===== config.mk =====
export PLATFORM = sky130hd
export DESIGN_NAME = fifo_stream_reader
export DESIGN_NICKNAME = d
export VERILOG_FILES = /design/src/rtl/fifo_stream_reader.sv
export SDC_FILE = /design/constraint.sdc
export NUM_CORES = 1
export LEC_CHECK = 0
export CAP_MARGIN = 20
export CORE_MARGIN = 2
export CORE_UTILIZATION = 43
export CTS_CLUSTER_DIAMETER = 30
export DETAILED_ROUTE_END_ITERATION = 16
export PLACE_DENSITY_LB_ADDON = 0.05
export SYNTH_ARGS = -nofsm -noshare
export SYNTH_HDL_FRONTEND = slang
export SYNTH_SLANG_ARGS = --single-unit

===== constraint.sdc =====
create_clock -name CLK -period 4.6 [get_ports CLK]
set_clock_uncertainty 0.05 [all_clocks]
set_input_delay 0.92 -clock CLK [delete_from_list [all_inputs] [get_ports CLK]]
set_output_delay 0.92 -clock CLK [all_outputs]
set_load 0.1 [all_outputs]

===== src/rtl/fifo_stream_reader.sv =====
// Drains an attached FIFO into a valid/ready stream in batches of batch_size words,
// flushing a partial batch once the FIFO has sat non-empty but short for TIMEOUT cycles.
module fifo_stream_reader #(
   parameter int WIDTH   = 8,
   parameter int DEPTH   = 8,
   parameter int TIMEOUT = 16,
   localparam int CW     = $clog2(DEPTH + 1)
) (
   input  logic             CLK,
   input  logic             nRST,
   input  logic             clear,
   input  logic [CW-1:0]    batch_size,
   input  logic             fifo_empty,
   input  logic [CW-1:0]    fifo_count,
   input  logic [WIDTH-1:0] fifo_rdata,
   output logic             fifo_ren,
   output logic             m_valid,
   input  logic             m_ready,
   output logic [WIDTH-1:0] m_data,
   output logic             m_last,
   output logic             busy,
   output logic [15:0]      batches_sent
);

   localparam int TW = $clog2(TIMEOUT + 1);

   typedef enum logic [1:0] {IDLE, STREAM, DRAIN} state_t;

   state_t           state_q, state_d;
   logic [CW-1:0]    remaining_q, remaining_d;
   logic [TW-1:0]    timer_q, timer_d;
   logic             m_valid_q, m_valid_d;
   logic [WIDTH-1:0] m_data_q, m_data_d;
   logic             m_last_q, m_last_d;
   logic [15:0]      batches_q, batches_d;
   logic [CW-1:0]    eff_batch;
   logic             pop;
   logic             handshake;

   always_comb begin
      eff_batch = batch_size;
      if (batch_size == '0) begin
         eff_batch = CW'(1);
      end else if (batch_size > CW'(DEPTH)) begin
         eff_batch = CW'(DEPTH);
      end
   end

   always_comb begin
      state_d     = state_q;
      remaining_d = remaining_q;
      timer_d     = timer_q;
      m_valid_d   = m_valid_q;
      m_data_d    = m_data_q;
      m_last_d    = m_last_q;
      batches_d   = batches_q;
      pop         = 1'b0;
      handshake   = m_valid_q && m_ready;

      // A pop in the same cycle overrides this by reloading the output register.
      if (handshake) begin
         m_valid_d = 1'b0;
         m_last_d  = 1'b0;
         if (m_last_q) begin
            batches_d = batches_q + 16'd1;
         end
      end

      case (state_q)
         IDLE: begin
            if (fifo_count >= eff_batch) begin
               state_d     = STREAM;
               remaining_d = eff_batch;
               timer_d     = '0;
            end else if (fifo_count == '0) begin
               timer_d = '0;
            end else if (timer_q == TW'(TIMEOUT - 1)) begin
               state_d     = STREAM;
               remaining_d = fifo_count;
               timer_d     = '0;
            end else begin
               timer_d = timer_q + TW'(1);
            end
         end
         STREAM: begin
            pop = !fifo_empty && (remaining_q != '0) && (!m_valid_q || m_ready);
            if (pop) begin
               m_data_d    = fifo_rdata;
               m_valid_d   = 1'b1;
               m_last_d    = (remaining_q == CW'(1));
               remaining_d = remaining_q - CW'(1);
               if (remaining_q == CW'(1)) begin
                  state_d = DRAIN;
               end
            end
         end
         DRAIN: begin
            if (handshake && m_last_q) begin
               state_d = IDLE;
            end
         end
         default: state_d = IDLE;
      endcase

      // Abort wins over everything, including a pop or a last-beat handshake.
      if (clear) begin
         state_d     = IDLE;
         m_valid_d   = 1'b0;
         m_last_d    = 1'b0;
         remaining_d = '0;
         timer_d     = '0;
         batches_d   = batches_q;
         pop         = 1'b0;
      end
   end

   always_ff @(posedge CLK or negedge nRST) begin
      if (!nRST) begin
         state_q     <= IDLE;
         remaining_q <= '0;
         timer_q     <= '0;
         m_valid_q   <= 1'b0;
         m_data_q    <= '0;
         m_last_q    <= 1'b0;
         batches_q   <= '0;
      end else begin
         state_q     <= state_d;
         remaining_q <= remaining_d;
         timer_q     <= timer_d;
         m_valid_q   <= m_valid_d;
         m_data_q    <= m_data_d;
         m_last_q    <= m_last_d;
         batches_q   <= batches_d;
      end
   end

   assign fifo_ren     = pop;
   assign m_valid      = m_valid_q;
   assign m_data       = m_data_q;
   assign m_last       = m_last_q;
   assign busy         = (state_q != IDLE);
   assign batches_sent = batches_q;

endmodule


# After elaboration in Yosys (flattened, before gate mapping)
# Cells that the tools add are included.
[word_totals]
regBits = 37
elab_cells = 71
out_inout_bits = 28
in_bits = 21
[classes]
mux = 31
eq_ne = 9
n_lt_le_gt_ge = 2
n_addsub = 3
n_reduce_logical = 18
bitwise_logic = 1
[op_table]
columns = ["op", "n"]
rows = [
  ["two-way mux 4 bit", 7],
  ["two-way mux 5 bit", 5],
  ["adder 16 x 1 -> 16 bit, second input constant", 1],
  ["two-way mux 2 bit", 7],
  ["two-way mux 1 bit", 10],
  ["inequality test 3 bit, second input constant", 3],
  ["logical NOT 4 bit", 2],
  ["inequality test 4 bit, second input constant", 2],
  ["case mux 4 bit (2 select lines)", 1],
  ["case mux 2 bit (3 select lines)", 1],
  ["adder 5 x 1 -> 5 bit, second input constant", 1],
  ["equality test 5 x 4 -> 1 bit, second input constant", 1],
  ["AND reduction 5 bit", 1],
  ["equality test 4 x 1 -> 1 bit, second input constant", 1],
  [">= comparator 4 bit", 1],
  ["> comparator 4 bit, second input constant", 1],
  ["logical AND 1 bit", 4],
  ["AND reduction 4 bit", 1],
  ["nonzero test 2 bit", 2],
  ["nonzero test 4 bit", 1],
  ["subtractor 4 x 1 -> 4 bit, second input constant", 1],
  ["AND reduction 3 bit", 1],
  ["nonzero test 3 bit", 1],
  ["equality test 2 x 1 -> 1 bit, second input constant", 1],
  ["other kinds (6)", 7],
]

# Longest topological paths before layout
# Gate-level depths: netlist (run 1).
[logic_depth]
word_depth = 7
ltp_mapped = 10
mapped_depth_nobuf = 10

# Least setup slack after synthesis (run 1)
# OpenSTA, ideal clock, no wires.
[synth_path]
path_type = "reg2out"
from = "register m_valid_q (netlist: m_valid)"
to = "output fifo_ren"
t_required_ps = 3630
stages_incl_launch_ff = 5
path_buffers = 0
arrival_ps = 3080
slack_ps = 550
path_cell_list = "dfrtp_1 -> nor2b_1 -> a211oi_1 -> nand2_1 -> nor2_1"
[synth_via]
elab_chain_cells = 5
[synth_lines]
columns = ["element", "line", "source"]
rows = [
  ["start, declared", "32", "logic m_valid_q, m_valid_d;"],
  ["start signal, assigned", "130", "m_valid_q <= m_valid_d;"],
  ["logical NOT 1 bit", "86", "pop = !fifo_empty && (remaining_q != '0) && (!m_valid_q || m_ready);"],
  ["logical OR 1 bit", "86", ""],
  ["logical AND 1 bit", "86", ""],
  ["two-way mux 1 bit", "69", "case (state_q)"],
  ["two-way mux 1 bit", "106", "if (clear) begin"],
  ["end, declared", "16", "output logic fifo_ren,"],
]
# No other way between the ends.

# Worst setup path in the final report (run 1)
[layout_path]
from = "input m_ready"
to = "output fifo_ren"
[layout_via]
elab_chain_cells = 4
[layout_lines]
columns = ["element", "line", "source"]
rows = [
  ["start, declared", "18", "input logic m_ready,"],
  ["logical OR 1 bit", "86", ""],
  ["logical AND 1 bit", "86", ""],
  ["two-way mux 1 bit", "69", ""],
  ["two-way mux 1 bit", "106", ""],
]
# No other way between the ends.

==> results of run 1 <==
==> metal layers <==
metal	GRT usage [%]	routed length, microns	up-vias
met5	0	0	-
met4	5.031	43	0
met3	4.782	217	4
met2	26.54	1756	38
met1	23.43	1917	717
li1	-	-	786
==> synthesized netlist by cell type (all sizes together), types with 2 or more instances <==
master  number
dfrtp       37
nand3b       3
nand2b       2
clkbuf       2
or2          2
ha           9
nand3       12
nor2        18
o21ai        8
and4         2
inv          9
nand2       36
o21a         2
a31oi        2
o31ai        2
a21oi        3
xor2         5
xnor2       13
and2         3
nand4        3
nor3b        2
==> worst max-delay path, stage by stage <==
cell,delay [ns]
clkdlybuf4s50_1,0.51
nor2b_1,0.07
a211oi_1,0.51
nand2_1,0.35
nor2_1,0.28
buf_12,0.21
==> final timing paths <==
check | endpoint | depth (start not counted) | from | slack (ns)
worst min register to register | m_data[0]$_DFFE_PN0P_ | 2 | m_data[0]$_DFFE_PN0P_ | 0.43
max in group asynchronous | timer_q[4]$_DFFE_PN0P_ | 1 | nRST | 3.31
worst max register to register | remaining_q[1]$_DFFE_PN0P_ | 7 | remaining_q[0]$_DFFE_PN0P_ | 2.34
worst max-delay path | fifo_ren | 6 | m_ready | 0.77
worst min-delay path | m_data[0]$_DFFE_PN0P_ | 2 | m_data[0]$_DFFE_PN0P_ | 0.43
min in group asynchronous | batches_sent[13]$_DFFE_PN0P_ | 1 | nRST | 0.67
==> flip-flops by register name, indices dropped and copies added (netlist names) <==
signal / flops
remaining_q: 4
state_q: 2
m_data: 8
m_last: 1
timer_q: 5
batches_sent: 16
m_valid: 1
==> power groups by stage <==
stage               logic, mW  registers, mW  clock network [mW]
global placement        0.518          0.408                   0
floorplan               0.124          0.671                   0
finish                  0.517          0.403               0.286
detailed placement      0.519          0.409                   0
CTS                     0.520          0.402               0.297
global route            0.549          0.409               0.309
==> final cells by class <==
class | instances | area (sq um) | share of cell area (%)
Inverter | 9 | 33.78 | 1.293
Multi-Input combinational cell | 149 | 978.4 | 37.45
Clock buffer | 7 | 86.33 | 3.305
Clock inverter | 1 | 30.03 | 1.149
Timing Repair Buffer | 49 | 493.0 | 18.87
Sequential cell | 37 | 925.9 | 35.44
Tap cell | 52 | 65.06 | 2.490
==> per-stage QoR <==
step	power [mW]	cells	instance area, sq um	worst slack (ns)	hold WS, ns
6_report	1.206	304	2613	0.7652	0.4287
5_1_grt	1.267	304	2613	0.5126	0.4603
4_1_cts	1.219	304	2613	0.7681	0.4345
3_5_place_dp	0.9274	296	2496	0.7769	0.4157
3_3_place_gp	0.9255	296	2496	0.8430	0.4093
2_1_floorplan	0.7953	197	1946	0.5500	0.3997
==> logic make-up (layout without fill, tap and decap cells) <==
kind of cell	Yosys count	after routing	share of synthesized area (%)
and+or+nand+nor	93	93	24.31
DFF	37	37	47.59
AOI/OAI and AO/OA	27	27	11.00
xor gates and xnor gates	18	18	8.103
buffers and inverters	11	66	2.122
adders and majority gates	9	9	5.788
muxes	2	2	1.093
==> impl_results.md, run 1 <==
- Status: finished clean
- Antenna diode count: 0
- Seq pwr share: 33.4%
- Cell variety after synth: 46
- CTS Root Buffer Type: clkbuf_8
- 1st-iter DRT viols: 70
- Register area share after synthesis: 47.59%
- Max VDD drop: 0.2643 mV
- DRT Pass-1 Iters: 4
- Leading cell type in the layout, fill and taps excluded: clkdlybuf4s50_1
- CTS max path bufs: 2
- Worst EP arrival: 2.86 ns
- CTS tree: yes
- CP required: 3.63 ns
- Layout cells sized above 1: 9.524%
- Antenna violations before repair: 0
- Fmax: 0.2608 GHz
- Detailed Route WL: 3934 microns
- DR vias: 1,545
- Final Max Slew Viols: 0
- Kind of critical path: in -> out
- Synth top area share: 47.59%
- Int Power: 0.6810 mW
- Initial Util: 44.68%
- Final min period: 3.835 ns
- GRT Residual Overflow: 0
- Core area: 0.004354 sq mm
- CP max FO: 10
- Main area contributors after synthesis: dfrtp_1, nand2_1, xnor2_1
- Share of the clock period used by the worst path: 83.37%
- Vias in the first global route: 1,527
- Final net count: 281
- RD Place Congestion: 0.7513
- Commonest cells after routing, fill and taps aside: clkdlybuf4s50_1, dfrtp_1, nand2_1
- Max-slew headroom: 35.22%
- Worst-path clk slew: 0.07 ns
- EDFF count, synth: 0
- Syn Std Cell Area: 0.001946 sq mm
- Drt via density: 5.082
- TNS Setup: 0 ns
- Min-delay worst type: reg -> reg
- CP Capture Type: output pin
- Post-DR wirelength/cell: 12.94 microns
- Worst-Skew Late Latency: 0.28 ns
- Comb power frac: 42.9%
- Clock sinks: 37
- Die Ht: 71.27 microns
- Fin util: 60.00%
- Final hold violation count: 0
- Yosys warning count: 0
- I/O Pins: 49
- Lkg Pwr: 1.174 nW
- Slew @ Worst Pin: 0.9687 ns
- Avg Cell Area, Syn: 9.876 sq um
- Layout area overhead: 34.28%
- Post-synthesis cell count: 197
- Largest net degree at the start of global routing: 38
- PortBufs: 48
- Fill cell total of the finished layout: 406
- H-Tree Depth: 2
- Synth area leader: dfrtp_1
- First-pass GRT wire length: 6934 microns
- Syn nets: 227
- GRT Resource Usage Total: 17.07%
- Die X: 71.27 microns
- Post-CTS Resized: 0
- Ys flop type: dfrtp_1
- Hold_buf cts: 0
- Flops & latches, synth: 37
- Unrepaired setup endpoints after global routing: no
- Post-route ant nets: 0
- Maxcap violations: 0
- CP startpoint kind: primary input
- Switch Pwr: 0.5245 mW
- Setup violators final: 0
- Clock power frac: 23.7%
- Share of flip-flops with an asynchronous set or reset: 100.0%
- DP HPWL: 2863 microns
- Post-route DRC: 0
- Setup bufs post-CTS: 0
- PD cells: 461.5 mW/mm^2
- Core Rows: 24
- Sw frac: 43.51%
- Die Area: 0.005079 sq mm
- Total CTS buffers: 5
(Power assumes the default switching activity.)
==> run 2, diff against run 1 <==
clock period = 3.7 ns   (was 4.6 ns; I/O delays follow)
==> run 2 against run 1 <==
Effect of this change: sequential power rose by 23%; wire length fell by 1.8%; cell area fell by 0.14%; first-iteration DRC count fell by 26%; via count rose by 0.39%; die area did not move; largest cell class unchanged.
==> impl_results.md, run 2 (synthesis results as in run 1) <==
- Clock power frac: 19.6%
- Setup violators final: 0
- Final Max Slew Viols: 0
- First-pass GRT wire length: 6955 microns
- CP max FO: 10
- Sw frac: 46.35%
- Worst-Skew Late Latency: 0.29 ns
- Worst-path clk slew: 0.07 ns
- Drt via density: 5.052
- CP required: 2.91 ns
- Lkg Pwr: 1.176 nW
- Layout cells sized above 1: 11.76%
- Min-delay worst type: reg -> reg
- Setup bufs post-CTS: 0
- TNS Setup: 0 ns
- Antenna violations before repair: 0
- Comb power frac: 45.6%
- Placed instance area: 0.002519 sq mm
- Die Ht: 71.27 microns
- Clock sinks: 37
- Slew @ Worst Pin: 0.9753 ns
- Post-DR wirelength/cell: 12.59 microns
- Final min period: 3.140 ns
- Unrepaired setup endpoints after global routing: no
- Switch Pwr: 0.6618 mW
- Maxcap violations: 0
- Number of flip-flops under the largest register name: 16
- CTS tree: yes
- Initial Util: 44.68%
- Leading cell type in the layout, fill and taps excluded: clkdlybuf4s50_1
- I/O Pins: 49
- Post-CTS Resized: 0
- Largest net degree at the start of global routing: 38
- Status: finished clean
- Share of the clock period used by the worst path: 84.88%
- DRT Pass-1 Iters: 4
- H-Tree Depth: 2
- Worst Hold End: m_data[6]$_DFFE_PN0P_
- DP HPWL: 2900 microns
- Worst R2R End: remaining_q[1]$_DFFE_PN0P_
- CP Capture Type: output pin
- Max VDD drop: 0.2260 mV
- Total CTS buffers: 5
- 1st-iter DRT viols: 52
- FF+latch area: 925.9 sq um
- CTS max path bufs: 2
- Kind of critical path: in -> out
- Origin of the critical flop-to-flop path: timer_q[0]$_DFFE_PN0P_
- Multi-input logic area: 980.9 sq um
- Vias in the first global route: 1,486
- Layout area overhead: 34.08%
- CTS Root Buffer Type: clkbuf_8
- PortBufs: 48
- Die Area: 0.005079 sq mm
- Fmax: 0.3184 GHz
- Die X: 71.27 microns
- Worst Setup SP: m_ready
- PD cells: 547.3 mW/mm^2
- Max-slew headroom: 34.77%
- Core area: 0.004354 sq mm
- CP startpoint kind: primary input
- Antenna diode count: 0
- Core Rows: 24
- Hold_buf cts: 0
- Fill cell total of the finished layout: 401
- Worst EP arrival: 2.35 ns
- Seq pwr share: 34.7%
- Commonest cells after routing, fill and taps aside: clkdlybuf4s50_1, dfrtp_1, nand2_1
- Fin util: 59.91%
- Cells on worst reg2reg path: 7
- Final hold violation count: 0
- Hold wc startpoint: m_data[6]$_DFFE_PN0P_
- Worst reg-to-reg setup slack: 1.55 ns
- GRT Resource Usage Total: 17.21%
- Final net count: 284
- Post-route DRC: 0
- GRT Residual Overflow: 0
- Final instance area: 0.002609 sq mm
- Detailed Route WL: 3865 microns
- Int Power: 0.7661 mW
- RD Place Congestion: 0.7548
- DR vias: 1,551
- Post-route ant nets: 0
- Worst Hold Depth: 2
[run 2: critical path: stages]
cell and delay [ns]:
clkdlybuf4s50_1 0.52, nor2b_1 0.08, a211oi_1 0.20, buf_4 0.17, nand2_1 0.22, nor2_2 0.22
buf_12 0.19
[run 2: worst max path at each step]
stage	cells past startpoint	end
detailed placement	11	timer_q[3]$_DFFE_PN0P_
global route	7	fifo_ren
finish	7	fifo_ren
floorplan	4	fifo_ren
global placement	11	timer_q[3]$_DFFE_PN0P_
CTS	7	fifo_ren
[run 2: layout make-up]
| class | count | area share, % |
|---|---|---|
| Timing Repair Buffer | 52 | 19.66 |
| Clock buffer | 5 | 2.638 |
| Clock inverter | 3 | 0.8153 |
| Tap cell | 52 | 2.494 |
| Inverter | 9 | 1.295 |
| Multi-Input combinational cell | 149 | 37.60 |
| Sequential cell | 37 | 35.49 |
[run 2: metrics by stage]
| step | hold slack, ns | setup WS [ns] | power, mW | std cells |
|---|---|---|---|---|
| detailed placement | 0.4121 | 0.3345 | 1.160 | 299 |
| CTS | 0.4311 | 0.5296 | 1.450 | 307 |
| global placement | 0.4076 | 0.3577 | 1.157 | 299 |
| finish | 0.4218 | 0.5596 | 1.428 | 307 |
| global route | 0.4413 | 0.3669 | 1.509 | 307 |
| floorplan | 0.3944 | 0.2862 | 0.9891 | 197 |
[run 2: power groups by stage]
stage / Combinational [mW] / Sequential (mW) / Clock, mW
finish: 0.652 / 0.496 / 0.281
floorplan: 0.154 / 0.835 / 0
global placement: 0.652 / 0.505 / 0
global route: 0.692 / 0.505 / 0.312
detailed placement: 0.656 / 0.505 / 0
CTS: 0.657 / 0.496 / 0.296
[run 2: routing by layer]
layer	up-vias	wire length (microns)	GRT usage, %
met5	-	0	0
met4	0	45	5.031
met3	5	211	4.360
met2	38	1716	26.34
met1	715	1891	24.31
li1	793	-	-
